### src/rtl/ofdm_symbol_scheduler.sv
// Per-symbol subcarrier sequencer for the 802.11a IFFT feed: null/pilot/data decode,
// interleaver reads, pilot polarity scrambling. Optional stall counter: SCHED_STALL_CNT_EN.
module ofdm_symbol_scheduler #(
    parameter int unsigned SYM_W      = 12,
    parameter logic [6:0]  PILOT_SEED = 7'h7F
) (
    input  logic             clk_i,
    input  logic             rst_ni,
    input  logic             start_i,
    input  logic [SYM_W-1:0] num_symbols_i,
    input  logic             full_intlver_i,
    output logic             clear_intlver_o,
    output logic             rd_en_intlver_o,
    output logic [5:0]       rd_addr_intlver_o,
    output logic             ostream_val_o,
    input  logic             ostream_rdy_i,
    output logic [5:0]       sc_index_o,
    output logic             is_zero_o,
    output logic             is_pilot_o,
    output logic             pilot_indicator_o,
    output logic [SYM_W-1:0] symbol_cnt_o,
    output logic             busy_o,
    output logic             done_o
`ifdef SCHED_STALL_CNT_EN
    ,
    output logic [15:0]      stall_cycles_o
`endif
);

    typedef enum logic [1:0] {StIdle, StWaitFull, StStream, StDone} state_e;

    state_e           state_q, state_d;
    logic [5:0]       sc_q, sc_d;
    logic [SYM_W-1:0] sym_q, sym_d;
    logic [SYM_W-1:0] num_q, num_d;
    logic [6:0]       scr_q, scr_d;
    logic             val_q, val_d;
    logic             busy_q, busy_d;
    logic             done_q, done_d;

    logic             fire;
    logic             last_sc;
    logic             pol;
    logic             null_bin;
    logic             pilot_bin;
    logic [5:0]       addr;
    logic [SYM_W-1:0] sym_inc;

    assign fire    = val_q & ostream_rdy_i;
    assign last_sc = (sc_q == 6'd63);
    assign pol     = scr_q[6] ^ scr_q[3];
    assign sym_inc = sym_q + {{(SYM_W-1){1'b0}}, 1'b1};

    // Bin classification and interleaver address: data bins ordered by frequency -26..+26.
    always_comb begin
        null_bin  = (sc_q == 6'd0) || ((sc_q >= 6'd27) && (sc_q <= 6'd37));
        pilot_bin = (sc_q == 6'd7) || (sc_q == 6'd21) || (sc_q == 6'd43) || (sc_q == 6'd57);
        addr      = 6'd0;
        if ((sc_q >= 6'd1) && (sc_q <= 6'd6)) begin
            addr = sc_q + 6'd23;
        end else if ((sc_q >= 6'd8) && (sc_q <= 6'd20)) begin
            addr = sc_q + 6'd22;
        end else if ((sc_q >= 6'd22) && (sc_q <= 6'd26)) begin
            addr = sc_q + 6'd21;
        end else if ((sc_q >= 6'd38) && (sc_q <= 6'd42)) begin
            addr = sc_q - 6'd38;
        end else if ((sc_q >= 6'd44) && (sc_q <= 6'd56)) begin
            addr = sc_q - 6'd39;
        end else if (sc_q >= 6'd58) begin
            addr = sc_q - 6'd40;
        end
    end

    always_comb begin
        state_d = state_q;
        sc_d    = sc_q;
        sym_d   = sym_q;
        num_d   = num_q;
        scr_d   = scr_q;
        unique case (state_q)
            StIdle: begin
                if (start_i) begin
                    num_d   = num_symbols_i;
                    sym_d   = '0;
                    sc_d    = 6'd0;
                    scr_d   = PILOT_SEED;
                    state_d = (num_symbols_i == '0) ? StDone : StWaitFull;
                end
            end
            StWaitFull: begin
                if (full_intlver_i) begin
                    state_d = StStream;
                end
            end
            StStream: begin
                if (fire) begin
                    sc_d = sc_q + 6'd1;
                    if (last_sc) begin
                        scr_d   = {scr_q[5:0], pol};
                        sym_d   = sym_inc;
                        state_d = (sym_inc == num_q) ? StDone : StWaitFull;
                    end
                end
            end
            StDone: begin
                sym_d   = '0;
                state_d = StIdle;
            end
            default: state_d = StIdle;
        endcase
        val_d  = (state_d == StStream);
        busy_d = (state_d != StIdle);
        done_d = (state_d == StDone);
    end

    always_ff @(posedge clk_i or negedge rst_ni) begin
        if (!rst_ni) begin
            state_q <= StIdle;
            sc_q    <= 6'd0;
            sym_q   <= '0;
            num_q   <= '0;
            scr_q   <= PILOT_SEED;
            val_q   <= 1'b0;
            busy_q  <= 1'b0;
            done_q  <= 1'b0;
        end else begin
            state_q <= state_d;
            sc_q    <= sc_d;
            sym_q   <= sym_d;
            num_q   <= num_d;
            scr_q   <= scr_d;
            val_q   <= val_d;
            busy_q  <= busy_d;
            done_q  <= done_d;
        end
    end

    assign ostream_val_o     = val_q;
    assign sc_index_o        = sc_q;
    assign is_zero_o         = val_q & null_bin;
    assign is_pilot_o        = val_q & pilot_bin;
    // Bin 21 carries a -1 base value, so its polarity is inverted against the others.
    assign pilot_indicator_o = ~(pol ^ (sc_q == 6'd21));
    assign rd_en_intlver_o   = fire & ~null_bin & ~pilot_bin;
    assign rd_addr_intlver_o = addr;
    assign clear_intlver_o   = fire & last_sc;
    assign symbol_cnt_o      = sym_q;
    assign busy_o            = busy_q;
    assign done_o            = done_q;

`ifdef SCHED_STALL_CNT_EN
    logic [15:0] stall_q, stall_d;

    always_comb begin
        stall_d = stall_q;
        if ((state_q == StIdle) && start_i) begin
            stall_d = 16'd0;
        end else if (val_q && !ostream_rdy_i && (stall_q != 16'hFFFF)) begin
            stall_d = stall_q + 16'd1;
        end
    end

    always_ff @(posedge clk_i or negedge rst_ni) begin
        if (!rst_ni) begin
            stall_q <= 16'd0;
        end else begin
            stall_q <= stall_d;
        end
    end

    assign stall_cycles_o = stall_q;
`endif

endmodule

### config.mk
export PLATFORM = sky130hd
export DESIGN_NAME = ofdm_symbol_scheduler
export DESIGN_NICKNAME = d
export VERILOG_FILES = /design/src/rtl/ofdm_symbol_scheduler.sv
export SDC_FILE = /design/constraint.sdc
export NUM_CORES = 1
export LEC_CHECK = 0
export CAP_MARGIN = 10
export CORE_MARGIN = 2
export CORE_UTILIZATION = 59
export DETAILED_ROUTE_END_ITERATION = 8
export GPL_TIMING_DRIVEN = 1
export PLACE_DENSITY = 0.86
export SLEW_MARGIN = 20
export SYNTH_ARGS = -nofsm -noshare
export SYNTH_HDL_FRONTEND = slang
export SYNTH_SLANG_ARGS = --single-unit
### constraint.sdc
create_clock -name clk_i -period 4.72 [get_ports clk_i]
set_input_delay 0.944 -clock clk_i [delete_from_list [all_inputs] [get_ports clk_i]]
set_output_delay 0.944 -clock clk_i [all_outputs]
set_load 0.02 [all_outputs]
==> impl_metrics.csv, run 1 <==
group,metric,value,unit
synthesis,ys_types,62,
synthesis,synth_top_area_cell,"dfrtp_1",
route,drtAntennaViolNets,0,
floorplanning,die_h,77.2,µm
floorplanning,io-pin-count,49,
floorplanning,core_area,0.00514,mm²
place,place_congestion,0.948,
sta,drv_slew,0,
layout,area_growth,19.5,%
floorplanning,die_w,77.2,µm
run,maxCapViolCount,0,
synthesis,yosysWarningCount,0,
global_route,grt_pass1_vias,2774,
sta,tns,0,ps
power,total_leakage_power,1.53,nW
clock_tree,clock-root-buffer,"clkbuf_8",
global_route,grt_max_degree,43,
power,vdd.ir_drop.worst,0.374,mV
sta,rsz0062_at_grt,"false",
synthesis,ys_ff_latch,42,
sta,finalSetupViolations,0,
clock_tree,post_cts_resized,0,
route,drt_iter0_markers,350,
clock_tree,h-tree-depth,2,
sta,worstMarginPinSlew,894,ps
layout,num_antenna_cells,0,
sta,relSlewSlack,40.4,%
global_route,grt_pass1_wl,13300,µm
place,port_buffers,48,
layout,fin_nets,451,
layout,final_cell_mix,"47 x clkdlybuf4s50_1, 43 x nand2_1, 43 x o21ai_0, 39 x nor2_1, 35 x dfrtp_1",
route,wl_per_cell,16.3,µm
clock_tree,clk_pin_slew,80,ps
synthesis,synth_area_leaders,"dfrtp_1 28%, o21ai_0 6.8%, ha_1 6.7%",
worst_setup_path,crit_fanout,21,
global_route,antenna_found_initial,0,
place,hpwl,5900,µm
route,drcViolationCount,0,
synthesis,synth_top_cell_area_share,27.7,%
layout,layout_commonest_cell,"clkdlybuf4s50_1",
clock_tree,cts_hold_buf,0,
synthesis,synthArstFlopShare,100,%
worst_setup_path,crit_type,"flop to output port",
worst_setup_path,start_kind,"flop",
clock_tree,cts_buffer_depth,2,
global_route,grt_usage,27.3,%
sta,min_period_over_period,92.5,%
layout,final_area,0.00377,mm²
synthesis,syn_area_per_cell,8.42,µm²
synthesis,synth-main-ff-cell,"dfrtp_1",
power,cellPowerDensity,489,mW/mm²
worst_hold_path,hold_path_class,"flop to flop",
worst_setup_path,end_kind,"output port",
clock_tree,clock-sinks,42,
route,vias,3005,
synthesis,postSynthNetCount,409,
place,placed_cell_area,0.00367,mm²
synthesis,synth-edff-count,0,
global_route,grt_overflow,0,
layout,drive_above_1_share,9.81,%
clock_tree,numCtsBuffers,5,
sta,finClkSkew,8.40,ps
worst_setup_path,cp.arrival,3420,ps
layout,fill_cells,406,
sta,fmax,0.229,GHz
clock_tree,insertion_delay,300,ps
layout,fin_util,73.4,%
route,routed_wl,7960,µm
sta,min_period,4370,ps
outcome,run_status,"completed",
floorplanning,start_util,61.4,%
sta,hold_viol_final,0,
floorplanning,die_area,0.00595,mm²
synthesis,synth_area,0.00316,mm²
floorplanning,rows,26,
route,viasPerCell,6.16,
synthesis,netlist_instances,375,
synthesis,synth_seq_area_share,33.6,%
clock_tree,cts_tree,"yes",
worst_setup_path,crit_required,3780,ps
clock_tree,postCtsSetupRepairBufs,0,
route,drt_pass1_iterations,5,
[through the flow]
step	setup slack, ps	instances	hold WS, ps	total power [mW]
2_1_floorplan	1130	375	457	1.23
3_3_place_gp	793	480	466	1.52
3_5_place_dp	753	480	475	1.56
4_1_cts	419	488	487	1.84
5_1_grt	122	488	512	1.97
6_report	354	488	487	1.84
[kinds of logic (layout without fill, tap and decap cells)]
| logic type | Yosys count | in the layout | synth area share [%] |
|---|---|---|---|
| buffers and inverters | 33 | 76 | 4.48 |
| xor gates and xnor gates | 25 | 25 | 6.93 |
| muxes | 15 | 15 | 5.23 |
| and+or+nand+nor | 144 | 144 | 23.2 |
| AOI/OAI and AO/OA | 99 | 99 | 19.9 |
| adders and majority gates | 17 | 17 | 6.74 |
| DFF | 42 | 42 | 33.6 |
[routing by layer]
metal	up-vias	share of wire [%]	track usage (%)
li1	1412	-	-
met2	130	48	43.5
met1	1450	46	38.9
met4	0	1.1	6.07
met3	13	5.7	4.71
met5	-	0	0
[sequential cells by signal, summed over array words and instances (netlist names)]
name	flops
scr_q	7
num_q	12
state_q	2
ostream_val_o	1
busy_o	1
symbol_cnt_o	12
done_o	1
sc_index_o	6
[cell type report]
cell class / instances / area [µm²] / share of cell area (%)
clock inverter: 1 / 30.0 / 0.796
inverter: 17 / 63.8 / 1.69
sequential: 42 / 1060 / 28.1
timing repair buffer: 51 / 498 / 13.2
tap: 70 / 87.6 / 2.32
multi-input combinational: 300 / 1960 / 51.9
clock buffer: 7 / 76.3 / 2.02
[power by group]
group,internal (mW),leakage (nW),switching (mW)
Combinational,0.426,0.948,0.536
Sequential,0.500,0.528,0.100
Clock,0.158,0.0524,0.122
[worst max-delay path, cell delays in order (launching register included)]
cell and delay [ps]:
dfrtp_1 720, inv_1 260, ha_1 300, and4bb_2 250, and2_0 130, o21ai_0 440, o21ai_0 170, o311ai_0 120
o211ai_1 160, clkdlybuf4s50_1 580
[final timing paths]
kind	startpoint	to	slack, ps	cells past startpoint
max reg2reg	sc_index_o[1]$_DFFE_PN0P_	done_o$_DFF_PN0_	2250	7
max in group asynchronous	rst_ni	ostream_val_o$_DFF_PN0_	3390	1
min in group asynchronous	rst_ni	num_q[7]$_DFFE_PN0P_	760	1
min reg2reg	scr_q[4]$_DFFE_PN1P_	scr_q[4]$_DFFE_PN1P_	490	2
max	sc_index_o[2]$_DFFE_PN0P_	rd_addr_intlver_o[1]	350	9
min	scr_q[4]$_DFFE_PN1P_	scr_q[4]$_DFFE_PN1P_	490	2
[cells in the mapped netlist (all sizes together), types with 4 or more instances]
master,n
nor3,9
nor4,5
o221ai,4
a21oi,14
nand3,15
o211ai,4
buf,7
inv,17
o21ai,43
xor2,8
dfstp,7
nand2b,7
mux2,12
ha,17
and2,5
o31ai,6
dfrtp,35
clkbuf,9
nor2,39
xnor2,17
a21o,6
nand2,43
a211oi,5
nor2b,4
Note: power is estimated with default switching activity, not from simulation.
==> run 2, diff against run 1 <==
SETUP_SLACK_MARGIN = 0.2   (was default)
TNS_END_PERCENT = 30   (was default)
==> impl_metrics.csv, run 2 (synthesized netlist as in run 1, its figures left out) <==
group,metric,value,unit
layout,fin_nets,451,
worst_hold_path,worstHoldStart,"scr_q[4]$_DFFE_PN1P_",
clock_tree,postCtsSetupRepairBufs,0,
power,cellPowerDensity,488,mW/mm²
worst_setup_path,end_kind,"output port",
floorplanning,rows,26,
worst_setup_path,worstSetupStartpoint,"sc_index_o[2]$_DFFE_PN0P_",
worst_setup_path,crit_fanout,21,
sta,tns,0,ps
route,wl_per_cell,16.3,µm
sta,worstMarginPinSlew,893,ps
global_route,grt_max_degree,43,
clock_tree,cts_hold_buf,0,
worst_setup_path,cp.arrival,3420,ps
sta,finClkSkew,8.40,ps
clock_tree,h-tree-depth,2,
sta,hold_viol_final,0,
worst_setup_path,timing.rr.end,"done_o$_DFF_PN0_",
power,total_leakage_power,1.53,nW
global_route,grt_overflow,0,
floorplanning,io-pin-count,49,
sta,rsz0062_at_grt,"true",
layout,num_antenna_cells,0,
sta,min_period_over_period,92.5,%
layout,final_cell_mix,"47 x clkdlybuf4s50_1, 43 x nand2_1, 43 x o21ai_0, 39 x nor2_1, 34 x dfrtp_1",
run,maxCapViolCount,0,
worst_hold_path,hold_path_class,"flop to flop",
floorplanning,core_area,0.00514,mm²
clock_tree,cts_buffer_depth,2,
layout,area_growth,19.5,%
sta,relSlewSlack,40.4,%
worst_setup_path,rr_startpoint,"sc_index_o[1]$_DFFE_PN0P_",
sta,min_period,4370,ps
floorplanning,die_h,77.2,µm
floorplanning,die_w,77.2,µm
route,drt_pass1_iterations,5,
global_route,antenna_found_initial,0,
worst_setup_path,ff2ff_setup_slack,2250,ps
layout,layout_commonest_cell,"clkdlybuf4s50_1",
worst_setup_path,start_kind,"flop",
place,hpwl,5900,µm
place,port_buffers,48,
layout,fin_util,73.4,%
global_route,grt_pass1_vias,2774,
sta,fin_ws,354,ps
route,vias,3005,
global_route,grt_usage,27.3,%
layout,drive_above_1_share,10.0,%
worst_setup_path,ff2ff_path_depth,7,
outcome,run_status,"completed",
clock_tree,clk_pin_slew,80,ps
clock_tree,cts_tree,"yes",
global_route,grt_pass1_wl,13300,µm
floorplanning,start_util,61.4,%
worst_setup_path,crit_required,3780,ps
clock_tree,numCtsBuffers,5,
sta,fmax,0.229,GHz
route,drtAntennaViolNets,0,
layout,fill_cells,405,
place,dp_slack,753,ps
place,place_congestion,0.948,
clock_tree,insertion_delay,300,ps
route,viasPerCell,6.16,
sta,drv_slew,0,
route,drcViolationCount,0,
worst_setup_path,crit_type,"flop to output port",
sta,finalSetupViolations,0,
clock_tree,clock-sinks,42,
power,vdd.ir_drop.worst,0.374,mV
floorplanning,die_area,0.00595,mm²
worst_setup_path,crit_end,"rd_addr_intlver_o[1]",
route,routed_wl,7960,µm
route,drt_iter0_markers,350,
clock_tree,clock-root-buffer,"clkbuf_8",
run 2: cell counts in the layout (fill, tap and decap cells not counted):
No cell type changed its count.
run 2: area by class of cell:
cell class	instances	area [µm²]	share of cell area, %
Inverter	17	63.8	1.69
Sequential cell	42	1060	28.1
Clock inverter	1	30.0	0.796
Tap cell	70	87.6	2.32
Clock buffer	7	76.3	2.02
Multi-Input combinational cell	300	1960	51.9
Timing Repair Buffer	51	498	13.2
run 2: worst max-delay path, cell delays in order (launching register included):
cell and delay, ps:
dfrtp_1 720, inv_1 260, ha_1 300, and4bb_2 250, and2_0 130, o21ai_0 440, o21ai_0 170, o311ai_0 120
o211ai_1 160, clkdlybuf4s50_1 580
run 2: metal layers:
metal  vias up  part of all wire [%]  track usage [%]
met1      1450                    46             38.9
met3        13                   5.7             4.71
li1       1412                     -                -
met5         -                     0                0
met4         0                   1.1             6.07
met2       130                    48             43.5
run 2: stage by stage:
stage / cells / power, mW / area [µm²] / hold slack (ps)
after floorplan: 375 / 1.23 / 3160 / 457
after global placement: 480 / 1.52 / 3670 / 466
after detailed placement: 480 / 1.56 / 3670 / 475
after CTS: 488 / 1.84 / 3770 / 487
after global routing: 488 / 1.97 / 3770 / 512
final: 488 / 1.84 / 3770 / 487
run 2: where the power goes:
group	total (mW)	switching, mW	internal (mW)
sequential	0.600	0.100	0.500
clock	0.280	0.122	0.158
combinational	0.962	0.536	0.426
run 2: repair_timing:
action / in CTS / in global routing
endpoints found under the hold margin: 0 / 0
endpoints found under the setup margin: 0 / 2
gates resized for setup: 0 / 1
run 2: worst min path at each step:
stage / endpoint / slack (ps) / cells after the start
2_1_floorplan: scr_q[0]$_DFFE_PN1P_ / 460 / 2
3_3_place_gp: scr_q[0]$_DFFE_PN1P_ / 470 / 2
3_5_place_dp: scr_q[5]$_DFFE_PN1P_ / 480 / 2
4_1_cts: scr_q[5]$_DFFE_PN1P_ / 490 / 2
5_1_grt: scr_q[6]$_DFFE_PN1P_ / 510 / 2
6_report: scr_q[4]$_DFFE_PN1P_ / 490 / 2
==> run 3, diff against run 2 <==
TNS_END_PERCENT = default   (was 30)
==> impl_metrics.csv, run 3 (synthesized netlist as in run 1, its figures left out) <==
group,metric,value,unit
sta,worstMarginPinSlew,896,ps
worst_setup_path,crit_required,3780,ps
floorplanning,rows,26,
clock_tree,cts_buffer_depth,2,
place,placed_cell_area,0.00367,mm²
sta,fin_ws,471,ps
floorplanning,die_w,77.2,µm
clock_tree,clk_pin_slew,80,ps
route,routed_wl,7950,µm
power,total_leakage_power,1.52,nW
sta,hold_viol_final,0,
floorplanning,io-pin-count,49,
route,drtAntennaViolNets,0,
sta,min_period_over_period,90.0,%
worst_setup_path,rr_startpoint,"sc_index_o[1]$_DFFE_PN0P_",
sta,finClkSkew,8.23,ps
global_route,grt_pass1_vias,2774,
sta,relSlewSlack,40.3,%
global_route,grt_pass1_wl,13300,µm
route,drcViolationCount,0,
worst_setup_path,timing.rr.end,"done_o$_DFF_PN0_",
worst_hold_path,hold_path_class,"flop to flop",
sta,finalSetupViolations,0,
worst_setup_path,worstSetupStartpoint,"sc_index_o[1]$_DFFE_PN0P_",
place,dp_slack,753,ps
place,hpwl,5900,µm
clock_tree,insertion_delay,300,ps
clock_tree,clock-root-buffer,"clkbuf_8",
floorplanning,start_util,61.4,%
clock_tree,postCtsSetupRepairBufs,0,
sta,tns,0,ps
worst_hold_path,hold_depth,2,
worst_setup_path,crit_type,"flop to output port",
layout,drive_above_1_share,10.3,%
layout,final_area,0.00377,mm²
worst_setup_path,ff2ff_setup_slack,2260,ps
global_route,antenna_found_initial,0,
power,cellPowerDensity,488,mW/mm²
layout,final_cell_mix,"47 x clkdlybuf4s50_1, 43 x nand2_1, 43 x o21ai_0, 39 x nor2_1, 33 x dfrtp_1",
run,maxCapViolCount,0,
route,viasPerCell,6.08,
route,drt_iter0_markers,355,
global_route,grt_max_degree,43,
outcome,run_status,"completed",
floorplanning,die_h,77.2,µm
clock_tree,numCtsBuffers,5,
route,drt_pass1_iterations,5,
worst_setup_path,start_kind,"flop",
global_route,grt_overflow,0,
floorplanning,core_area,0.00514,mm²
worst_setup_path,crit_end,"rd_addr_intlver_o[0]",
worst_setup_path,crit_fanout,13,
route,wl_per_cell,16.3,µm
layout,fin_nets,451,
clock_tree,h-tree-depth,2,
worst_setup_path,cp.arrival,3310,ps
place,port_buffers,48,
worst_setup_path,end_kind,"output port",
sta,fmax,0.235,GHz
sta,drv_slew,0,
floorplanning,die_area,0.00595,mm²
sta,rsz0062_at_grt,"false",
clock_tree,cts_tree,"yes",
global_route,grt_usage,27.3,%
layout,num_antenna_cells,0,
layout,layout_commonest_cell,"clkdlybuf4s50_1",
layout,area_growth,19.5,%
clock_tree,clock-sinks,42,
worst_setup_path,ff2ff_path_depth,7,
sta,min_period,4250,ps
place,place_congestion,0.948,
power,vdd.ir_drop.worst,0.374,mV
route,vias,2968,
==> run 3: cell type report <==
class | count | area [µm²]
timing repair buffer | 51 | 498
fill | 404 | 1370
multi-input combinational | 300 | 1960
sequential | 42 | 1060
inverter | 17 | 63.8
clock buffer | 7 | 76.3
clock inverter | 1 | 30.0
tap | 70 | 87.6
==> run 3: worst min-delay path by stage <==
stage | from | end | slack (ps)
global route | scr_q[6]$_DFFE_PN1P_ | scr_q[6]$_DFFE_PN1P_ | 510
CTS | scr_q[5]$_DFFE_PN1P_ | scr_q[5]$_DFFE_PN1P_ | 490
floorplan | scr_q[0]$_DFFE_PN1P_ | scr_q[0]$_DFFE_PN1P_ | 460
detailed placement | scr_q[5]$_DFFE_PN1P_ | scr_q[5]$_DFFE_PN1P_ | 480
global placement | scr_q[0]$_DFFE_PN1P_ | scr_q[0]$_DFFE_PN1P_ | 470
finish | scr_q[4]$_DFFE_PN1P_ | scr_q[4]$_DFFE_PN1P_ | 490
==> run 3: per-layer routing <==
layer	GRT usage [%]	share of wire (%)	vias to the layer above
li1	-	-	1415
met1	38.9	45	1429
met2	43.5	48	113
met3	4.71	5.8	11
met4	6.07	0.88	0
met5	0	0	-
==> run 3: report_power, final <==
part | internal [mW] | switching (mW) | leakage (nW)
Combinational | 0.426 | 0.535 | 0.948
Sequential | 0.500 | 0.100 | 0.524
Clock | 0.158 | 0.122 | 0.0524
==> run 3: through the flow <==
| step | hold slack (ps) | utilization (%) | total power, mW | cells |
|---|---|---|---|---|
| 6_report | 487 | 73.4 | 1.84 | 488 |
| 4_1_cts | 487 | 73.4 | 1.84 | 488 |
| 3_3_place_gp | 466 | 71.3 | 1.52 | 480 |
| 3_5_place_dp | 475 | 71.3 | 1.56 | 480 |
| 5_1_grt | 512 | 73.4 | 1.97 | 488 |
| 2_1_floorplan | 457 | - | 1.23 | 375 |
==> run 3: what timing repair did <==
item | CTS | global route
endpoints found under the setup margin | 0 | 2
hold buffers | 0 | 0
resized for setup | 0 | 2
==> run 3: worst max-delay path: stages, from the launching register on <==
cell and delay [ps]:
dfrtp_1 550, inv_1 270, ha_1 250, nand2b_1 170, nand3_1 90, a21oi_1 490
o21ai_0 240, a21o_1 190, a21oi_1 140, clkdlybuf4s50_1 610
